## src/rtl/mux4_rr_arbiter.sv

```systemverilog
// Four-input round-robin arbiter driving a registered 4:1 data mux.
// Each requester may hold the grant for HOLD_MAX cycles while others wait; a lone requester keeps it indefinitely.
module mux4_rr_arbiter #(
    parameter int unsigned HOLD_MAX = 4
) (
    input  logic       clk,
    input  logic       rst_n,
    input  logic [3:0] req,
    input  logic [3:0] din,
    output logic [3:0] gnt,
    output logic       s1,
    output logic       s0,
    output logic       o,
    output logic       o_valid,
    output logic       busy
);

    typedef enum logic {
        IDLE,
        GRANT
    } state_t;

    localparam logic [3:0] HOLD_LIM = 4'(HOLD_MAX);

    state_t     state;
    state_t     nxt_state;
    logic [1:0] ptr;
    logic [1:0] nxt_ptr;
    logic [1:0] cur;
    logic [1:0] nxt_idx;
    logic [3:0] hold_cnt;
    logic [3:0] nxt_hold;
    logic [2:0] pick_all;
    logic [2:0] pick_oth;

    function automatic logic [3:0] onehot(input logic [1:0] idx);
        logic [3:0] r;
        r      = 4'b0000;
        r[idx] = 1'b1;
        return r;
    endfunction

    // Returns {found, index}; scanning from the farthest offset down lets the nearest hit to start win.
    function automatic logic [2:0] rr_pick(input logic [3:0] mask, input logic [1:0] start);
        logic [2:0] res;
        logic [1:0] idx;
        res = 3'b000;
        for (int i = 3; i >= 0; i--) begin
            idx = start + 2'(i);
            if (mask[idx]) begin
                res = {1'b1, idx};
            end
        end
        return res;
    endfunction

    assign cur      = {s1, s0};
    assign pick_all = rr_pick(req, ptr);
    assign pick_oth = rr_pick(req & ~onehot(cur), ptr);

    always_comb begin
        nxt_state = state;
        nxt_idx   = cur;
        nxt_hold  = hold_cnt;
        nxt_ptr   = ptr;
        case (state)
            IDLE: begin
                if (pick_all[2]) begin
                    nxt_state = GRANT;
                    nxt_idx   = pick_all[1:0];
                    nxt_hold  = 4'd1;
                    nxt_ptr   = pick_all[1:0] + 2'd1;
                end
            end
            GRANT: begin
                if (req[cur]) begin
                    if (hold_cnt < HOLD_LIM) begin
                        nxt_hold = hold_cnt + 4'd1;
                    end else if (pick_oth[2]) begin
                        nxt_idx  = pick_oth[1:0];
                        nxt_hold = 4'd1;
                        nxt_ptr  = pick_oth[1:0] + 2'd1;
                    end else begin
                        nxt_hold = 4'd1;
                    end
                end else if (pick_all[2]) begin
                    // Released grant hands over on the same edge, so there is no idle bubble.
                    nxt_idx  = pick_all[1:0];
                    nxt_hold = 4'd1;
                    nxt_ptr  = pick_all[1:0] + 2'd1;
                end else begin
                    nxt_state = IDLE;
                    nxt_hold  = 4'd0;
                end
            end
            default: nxt_state = IDLE;
        endcase
    end

    // Select bits keep the last grantee while idle; only gnt is cleared.
    always_ff @(posedge clk or negedge rst_n) begin
        if (!rst_n) begin
            state    <= IDLE;
            gnt      <= 4'b0000;
            s1       <= 1'b0;
            s0       <= 1'b0;
            o        <= 1'b0;
            o_valid  <= 1'b0;
            busy     <= 1'b0;
            ptr      <= 2'd0;
            hold_cnt <= 4'd0;
        end else begin
            state    <= nxt_state;
            hold_cnt <= nxt_hold;
            ptr      <= nxt_ptr;
            s1       <= nxt_idx[1];
            s0       <= nxt_idx[0];
            gnt      <= (nxt_state == GRANT) ? onehot(nxt_idx) : 4'b0000;
            busy     <= (nxt_state == GRANT);
            o_valid  <= (state == GRANT) && req[cur];
            if ((state == GRANT) && req[cur]) begin
                o <= din[cur];
            end
        end
    end

endmodule
```

## config.mk

```make
export PLATFORM = sky130hd
export DESIGN_NAME = mux4_rr_arbiter
export DESIGN_NICKNAME = d
export VERILOG_FILES = /design/src/rtl/mux4_rr_arbiter.sv
export SDC_FILE = /design/constraint.sdc
export NUM_CORES = 1
export LEC_CHECK = 0
export ABC_CLOCK_PERIOD_IN_PS = 2500
export CORE_MARGIN = 4
export CORE_UTILIZATION = 50
export CTS_CLUSTER_DIAMETER = 120
export DETAILED_ROUTE_END_ITERATION = 7
export PLACE_DENSITY = 0.77
export SETUP_SLACK_MARGIN = 0.1
export SKIP_CTS_REPAIR_TIMING = 1
export SLEW_MARGIN = 20
export SYNTH_ARGS = -nofsm -noshare
export SYNTH_HDL_FRONTEND = slang
export SYNTH_SLANG_ARGS = --single-unit
```

## constraint.sdc

```tcl
create_clock -name clk -period 2.5 [get_ports clk]
set_input_delay 0.5 -clock clk [delete_from_list [all_inputs] [get_ports clk]]
set_output_delay 0.5 -clock clk [all_outputs]
set_load 0.02 [all_outputs]
```

# --- Yosys cells after proc, flatten, opt, wreduce, memory -nomap -nowiden ---
# Cells that the tools add are included.
classes:
  reduce_logical: 4
  magnitude_cmp: 9
  addsub: 6
  mux: 51
  shifts: 0
  eq_ne: 3
  n_bitwise: 3
  div: 0
  n_mul: 0
ops:
  columns: ["operator", "count"]
  rows:
  - ["$mux W3", 8]
  - ["$bmux W1 S2", 10]
  - ["$lt A2 B3 Y1 const B", 6]
  - ["$mux W2", 8]
  - ["$mux W4", 4]
  - ["$mux W1", 15]
  - ["$pmux W2 S2", 2]
  - ["$pmux W4 S2", 1]
  - ["$add A2 B1 Y2 const B", 3]
  - ["$ne A3 B3 Y1 const B", 2]
  - ["$add A2 B2 Y2 const B", 2]
  - ["$add A4 B1 Y4 const B", 1]
  - ["$and A4 B4 Y4", 1]
  - ["$demux W1 S2", 2]
  - ["$ge A2 B1 Y1 const B", 2]
  - ["$lt A4 B3 Y1 const B", 1]
  - ["$not A4 Y4", 1]
  - ["$logic_and A1 B1 Y1", 3]
  - ["$ne A2 B2 Y1 const B", 1]
  - ["$pmux W1 S2", 1]
  - ["$reduce_and A2 Y1", 1]
  - ["$not A1 Y1", 1]
totals:
  input_bits: 10
  mem_bits_rw: 0
  word_cells: 84
  latch_bits: 0
  rom_bits: 0
  out_inout_bits: 9
  ff_bits: 15
  mem_count: 0

# --- Depth between registers and ports, before layout ---
# Gate-level depths: netlist of the first run.
depth:
  ltp_word: 21
  mapped_depth: 8

# --- Worst setup path before layout of the first run ---
# No wires, ideal clock.
synth_timing:
  path_type: "reg2reg"
  start: "register s0"
  end: "register gnt[0]"
  setup_ps: 120
  slack_ps: 447
  path_stages_with_launch: 8
  synth_period_minus_slack_ps: 2053
  arrival_ps: 1933
  path_cell_list: "dfrtp_1 > buf_6 > mux4_2 > nand2_4 > inv_4 > a21o_1 > a21o_1 > o211a_1"
synth_via:
  elab_chain_cells: 21
synth_lines:
  columns: ["element", "line", "text"]
  rows:
  - ["start: declaration", "12", "output logic s0,"]
  - ["start signal: assignment", "117", "s0 <= nxt_idx[0];"]
  - ["$lt A2 B3 Y1 (implied by the code) / $ge A2 B1 Y1 (equally long branches)", "39", "r[idx] = 1'b1;"]
  - ["$logic_and A1 B1 Y1 (implied by the code)", "39", null]
  - ["$mux W1 (implied by the code)", "39", null]
  - ["$demux W1 S2", "39", null]
  - ["$not A4 Y4", "59", "assign pick_oth = rr_pick(req & ~onehot(cur), ptr);"]
  - ["$and A4 B4 Y4", "59", null]
  - ["$bmux W1 S2", "50", "if (mask[idx]) begin"]
  - ["$mux W1 (implied by the code)", "50", null]
  - ["[... 5 more ...]", null, null]
  - ["$mux W2", "77", "if (hold_cnt < HOLD_LIM) begin"]
  - ["$mux W2", "76", "if (req[cur]) begin"]
  - ["$pmux W2 S2", "66", "case (state)"]
  - ["$lt A2 B3 Y1 (implied by the code) / $ge A2 B1 Y1 (equally long branches)", "39", null]
  - ["$logic_and A1 B1 Y1 (implied by the code)", "39", null]
  - ["$mux W1 (implied by the code)", "39", null]
  - ["$demux W1 S2", "39", null]
  - ["$mux W4 (*)", "118", "gnt <= (nxt_state == GRANT) ? onehot(nxt_idx) : 4'b0000;"]
  - ["end signal: assignment", "118", null]
  - ["end: declaration", "10", "output logic [3:0] gnt,"]
# Mark *: on every way between the ends. The rest lies on a longest branch, timed or not. The select of a mux whose other input is x is not followed.
# A chain may end at the register's enable or synchronous reset.

# --- Worst setup path after layout of the first run ---
layout_timing:
  start: "register ptr[0]"
  end: "register gnt[0]"
layout_via:
  elab_chain_cells: 16
layout_lines:
  columns: ["element", "line", "text"]
  rows:
  - ["start: declaration", "27", "logic [1:0] ptr;"]
  - ["start signal: assignment", "115", "ptr <= nxt_ptr;"]
  - ["$add A2 B2 Y2", "49", "idx = start + 2'(i);"]
  - ["$bmux W1 S2", "50", null]
  - ["$mux W1 (implied by the code)", "50", null]
  - ["$mux W3 (4 in series)", "50", null]
  - ["$mux W2", "79", "end else if (pick_oth[2]) begin"]
  - ["$mux W2", "77", null]
  - ["$mux W2", "76", null]
  - ["$pmux W2 S2", "66", null]
  - ["$lt A2 B3 Y1 (implied by the code) / $ge A2 B1 Y1 (equally long branches)", "39", null]
  - ["$logic_and A1 B1 Y1 (implied by the code)", "39", null]
  - ["$mux W1 (implied by the code)", "39", null]
  - ["$demux W1 S2", "39", null]
  - ["$mux W4 (*)", "118", null]
# Marked as above.

==> metrics.txt, run 1 <==
family with the most delay on the worst path=compound AO/OA/AOI/OAI gates; setup ws final=0.217 ns; Tcrit/Tclk final=91.3%; die area=3170 sq um; Total GRT Usage=18.8%; crit-path cells=buf_4 -> xnor2_4 -> o221ai_1 -> a41o_1 -> a21o_1 -> a21o_1 -> o211a_1; # fillers=193; most used cell, CP=a21o_1; I/O Buffers=18; Worst Hold Class=flop to flop; outcome=finished clean; Relative slew margins=56.9%; Core Area=2210 sq um; commonest non-fill, non-tap cell in the layout=clkdlybuf4s50_1; Seq cells post-synth=15; wire length per cell=15.2 microns; clock tree buffer depth=2; Max Transition Viols Final=0; RSZ-0062 raised after global routing=no; largest stage delay on the critical path=0.48 ns; Avg Inst Size Synth=10.0 sq um; worst vdd ir=860 uV; vias in the first global route=1043; H-tree depth=1; largest net degree at the start of global routing=16; Worst-Skew Late Latency=0.29 ns; TNS Setup=0 ns; commonest non-fill, non-tap cells in the layout=clkdlybuf4s50_1 (18), buf_4 (16), dfrtp_1 (15); remaining routing DRC violations=0; CTS sink cnt=15; yosys warns=0; initial antenna violation count=0; Die Y=56.3 microns; clock skew=0.00345 ns; die span in x=56.3 microns; startpoint types=flop; Post-synth EDFFs=0; Final min period=2.28 ns; Detailed Route WL=2.67 mm; P&R area growth vs syn=27.1%; initial DRC count=28; fin util=66.9%; DR pass1 iterations=4; DP HPWL=2.13 mm; CP Max Fanout=9; post-synth cell types=56; share of cells above drive strength 1=26.4%; Arr. time, crit path=2.47 ns; I/O pin count=19; crit path buf inv count=1; fin nets=160; # setup viols final=0; crit path capture type=flop; first-pass GRT wire length=4.72 mm; Rows=17; Mapped Nets=127; post-route ant nets=0; Clk pin slew, worst setup/hold paths=0.09 ns; via/cell ratio=5.74; vias=1010; static leakage=0.663 nW; total grt overflow=0; Starting Density=52.7%; WP data required=2.69 ns; post-synthesis async set-or-reset flop share=100%; slowest CP cell=dfrtp_1; Final Hold Vio Count=0; sequential area share after synthesis=32.2%; kind of critical path=flop to flop; Max Cap Viol=0; pwr dens=1340 nW/um^2; synthesized instance count=116; Post-synth top flop=dfrtp_1; diode count=0; Root Driver=clkbuf_4; fmax=438 MHz; pre-CTS setup slack=-0.0126 ns; GP Congestion=0.855; mapped cell area=1160 sq um; total CTS buffers=3; Tightest Pin Transition=0.644 ns; CTS tree=yes
==> power by group <==
group	total, mW	internal [mW]	switching (mW)
combinational	1.36	0.692	0.669
sequential	0.482	0.338	0.143
clock	0.142	0.0595	0.0823
==> layout make-up <==
type	count	area [sq um]	area share (%)
Multi-Input combinational cell	89	717	48.4
Sequential cell	15	375	25.4
Timing Repair Buffer	34	300	20.3
Clock buffer	3	22.5	1.52
Inverter	6	25.0	1.69
Tap cell	28	35.0	2.37
Clock inverter	1	5.00	0.338
==> path summary, 6_finish.rpt <==
path	startpoint	endpoint	slack (ns)	depth (start not counted)
max in group asynchronous	rst_n	ptr[1]	1.49	1
min in group asynchronous	rst_n	o_valid	0.60	1
min	o	o	0.48	2
max reg2reg	ptr[0]	gnt[0]	0.22	7
min reg2reg	o	o	0.48	2
max	ptr[0]	gnt[0]	0.22	7
==> cells by family after synthesis <==
| family | synth area share (%) |
|---|---|
| fa+ha+maj | 1.07 |
| xor+xnor | 4.51 |
| mux | 10.6 |
| flops | 32.2 |
| compound gates | 27.1 |
| simple gates | 18.3 |
| buf+inv | 6.23 |
==> worst reg2reg max path, cell delays in order (launching register included) <==
cell and delay (ns):
dfrtp_1 0.48, buf_4 0.23, xnor2_4 0.23, o221ai_1 0.23, a41o_1 0.34, a21o_1 0.24
a21o_1 0.22, o211a_1 0.20
==> through the flow <==
step / power [mW] / std cells / area, sq um / hold slack [ns]
after CTS: 1.99 / 176 / 1480 / 0.492
final: 1.98 / 176 / 1480 / 0.484
after floorplan: 1.44 / 116 / 1160 / 0.204
after global placement: 1.81 / 172 / 1450 / 0.460
after global routing: 2.14 / 176 / 1480 / 0.517
after detailed placement: 1.84 / 172 / 1450 / 0.470
==> cell usage after synthesis, types with 2 or more instances <==
library cell  instances  area [sq um]
dfrtp_1              15           375
nor2_1               10          37.5
nand2_1               8          30.0
a21oi_1               6          30.0
a21o_1                5          37.5
inv_1                 5          18.8
a211oi_1              3          22.5
buf_6                 3          33.8
mux2i_1               3          30.0
mux4_2                3          67.6
a221oi_1              2          17.5
and2_1                2          12.5
buf_2                 2          10.0
nand2b_1              2          12.5
nand3_1               2          10.0
nor3_1                2          10.0
o21ai_0               2          10.0
o21ai_1               2          10.0
or2_1                 2          12.5
==> per-layer routing <==
metal	track usage (%)	part of all wire, %	vias up
met5	0	0	-
met2	34.1	54	18
li1	-	-	498
met4	7.12	1.5	0
met1	22.6	42	490
met3	2.07	3.0	4
==> sequential cells by signal, summed over array words and instances (netlist names) <==
register,cells
gnt,4
hold_cnt,4
ptr,2
o,1
o_valid,1
s0,1
s1,1
state,1
(Power assumes the default switching activity.)
==> inputs of run 2 (changes only) <==
Settings changed: ABC_AREA from default to 1.
==> metrics.txt, run 2 <==
P&R area growth vs syn=19.8%; CP Max Fanout=5 (-4); commonest non-fill, non-tap cells in the layout=nand2_1 (63), nand3_1 (25), inv_1 (19); Synth top area share=32.1% (-0.17 points); synth cell count leaders=nand2_1 (63), nand3_1 (25), inv_1 (19); commonest non-fill, non-tap cell in the layout=nand2_1; TNS Setup=0 ns (unchanged); mapped cell area=1170 sq um (+0.54%); RSZ-0062 raised after global routing=no; Avg Inst Size Synth=6.40 sq um (-36%); worst setup path start=req[1]; Max Transition Viols Final=0 (unchanged); vias in the first global route=1212 (+16%); kind of critical path=input pin to flop; I/O pin count=19 (unchanged); Worst-Skew Late Latency=0.27 ns (-0.02 ns); Seq cells post-synth=15 (unchanged); Root Driver=clkbuf_4; H-tree depth=1 (unchanged); WP data required=2.69 ns (about the same); pre-CTS setup slack=0.153 ns (+0.165 ns); Max Cap Viol=0 (unchanged); post-synthesis async set-or-reset flop share=100% (unchanged); yosys warns=0 (unchanged); via/cell ratio=5.31 (-7.5%); Hold Path Depth=2 (unchanged); top flop regs=gnt x4, hold_cnt x4, ptr x2; clock skew=0.00181 ns (-0.00164 ns); setup ws final=0.389 ns (+0.172 ns); diode count=0 (unchanged); Yosys top cell by area=dfrtp_1; DR pass1 iterations=4 (unchanged); Final min period=2.11 ns (-0.172 ns); Starting Density=52.9% (+0.28 points); R2R setup slack=0.40 ns (+0.18 ns); fmax=474 MHz (+8.1%); die area=3180 sq um (+0.46%); remaining routing DRC violations=0 (unchanged); pwr dens=1430 nW/um^2 (+6.6%); count leader, synth=nand2_1; first-pass GRT wire length=5.25 mm (+11%); Rows=17 (unchanged); initial antenna violation count=0 (unchanged); I/O Buffers=18 (unchanged); largest net degree at the start of global routing=17 (+1); Final Hold Vio Count=0 (unchanged); wire length per cell=12.7 microns (-16%); Arr. time, crit path=2.31 ns (-0.16 ns); total CTS buffers=3 (unchanged); CTS sink cnt=15 (unchanged); total power=2.00 mW (+0.99%); crit path capture type=flop; fin nets=218 (+36%); post-synth cell types=24 (-57%); Post-synth top flop=dfrtp_1; sequential area share after synthesis=32.1% (-0.17 points); DP HPWL=2.36 mm (+11%); total grt overflow=0 (unchanged); Detailed Route WL=2.98 mm (+11%); synth top area cells=dfrtp_1 (32%), nand2_1 (20%), nand3_1 (11%); # setup viols final=0 (unchanged); Worst Hold Class=flop to flop; Die Y=56.4 microns (+0.23%); r2r startpoint=ptr[0]; Relative slew margins=55.4% (-1.5 points); initial DRC count=56 (+100%); GP Congestion=0.934 (+9.2%); Core Area=2210 sq um (unchanged); Tightest Pin Transition=0.666 ns (+0.0224 ns); post-route ant nets=0 (unchanged); Post-synth EDFFs=0 (unchanged); share of cells above drive strength 1=14.6% (-12 points); R2R cell count=11 (+4); CTS tree=yes; Mapped Nets=194 (+53%); startpoint types=input pin; clock tree buffer depth=2 (unchanged); Tcrit/Tclk final=84.4% (-6.9 points); Hold Startpoint=hold_cnt[3]; synthesized instance count=183 (+58%); die span in x=56.4 microns (+0.23%); outcome=finished clean; static leakage=0.763 nW (+15%); worst vdd ir=1030 uV (+19%); Total GRT Usage=20.5% (+1.6 points); vias=1242 (+23%); Clk pin slew, worst setup/hold paths=0.09 ns (about the same)
run 2: cell count changes in the layout (fill, tap and decap cells not counted), sizes merged, moves of 4 or more:
cell | before | now
nand2 | 9 | 70
nand3 | 2 | 27
inv | 6 | 25
buf | 16 | 5
nor2 | 10 | 20
a21o | 6 | 0
a21oi | 7 | 2
o21ai | 5 | 10
mux4 | 4 | 0
run 2: metrics by stage:
step                      hold WS, ns  utilization, %  area [sq um]  instances
after floorplan                 0.204               -          1170        183
after global placement          0.484            62.2          1380        230
after detailed placement        0.494            62.2          1380        230
after CTS                       0.508            63.4          1400        234
after global routing            0.534            63.4          1400        234
final                           0.505            63.4          1400        234
run 2: routing by layer:
| layer | global-route usage, % | up-vias | wire length (microns) |
|---|---|---|---|
| li1 | - | 632 | - |
| met1 | 24.3 | 561 | 1290 |
| met2 | 37.1 | 39 | 1460 |
| met3 | 3.45 | 10 | 155 |
| met4 | 6.44 | 0 | 71 |
| met5 | 0 | - | 0 |
run 2: worst max-delay path, stage by stage:
cell and delay (ns):
clkdlybuf4s50_1 0.56, inv_1 0.12, nand2_1 0.07, o21ai_0 0.07
nand2_1 0.07, o221ai_1 0.12, nor2_2 0.22, inv_1 0.12
nor2_1 0.20, o21ai_0 0.14, o21ai_0 0.14
run 2: layout make-up:
class	instances	area, sq um
Clock buffer	4	26.3
Fill cell	209	810
Tap cell	28	35.0
Inverter	26	97.6
Multi-Input combinational cell	138	651
Timing Repair Buffer	23	218
Sequential cell	15	375
run 2: path summary, 6_finish.rpt:
kind	end
max	ptr[0]
min	hold_cnt[3]
max reg2reg	ptr[0]
min reg2reg	hold_cnt[3]
max in group asynchronous	gnt[3]
min in group asynchronous	ptr[1]
run 2: logic make-up (layout without fill, tap and decap cells):
kind of cell	count (synthesis)	in the layout	share of synthesized area, %
AND/OR/NAND/NOR	119	119	44.4
buffers and inverters	30	53	12.4
AO/OA/AOI/OAI	18	18	10.0
flip-flops	15	15	32.1
adder cells (fa/ha/maj)	1	1	1.07
run 2: where the power goes:
group          switching [mW]  total [mW]  leakage, nW  internal, mW
registers               0.122       0.467        0.183         0.345
clock network          0.0759       0.138       0.0150        0.0617
logic                   0.872        1.40        0.565         0.528
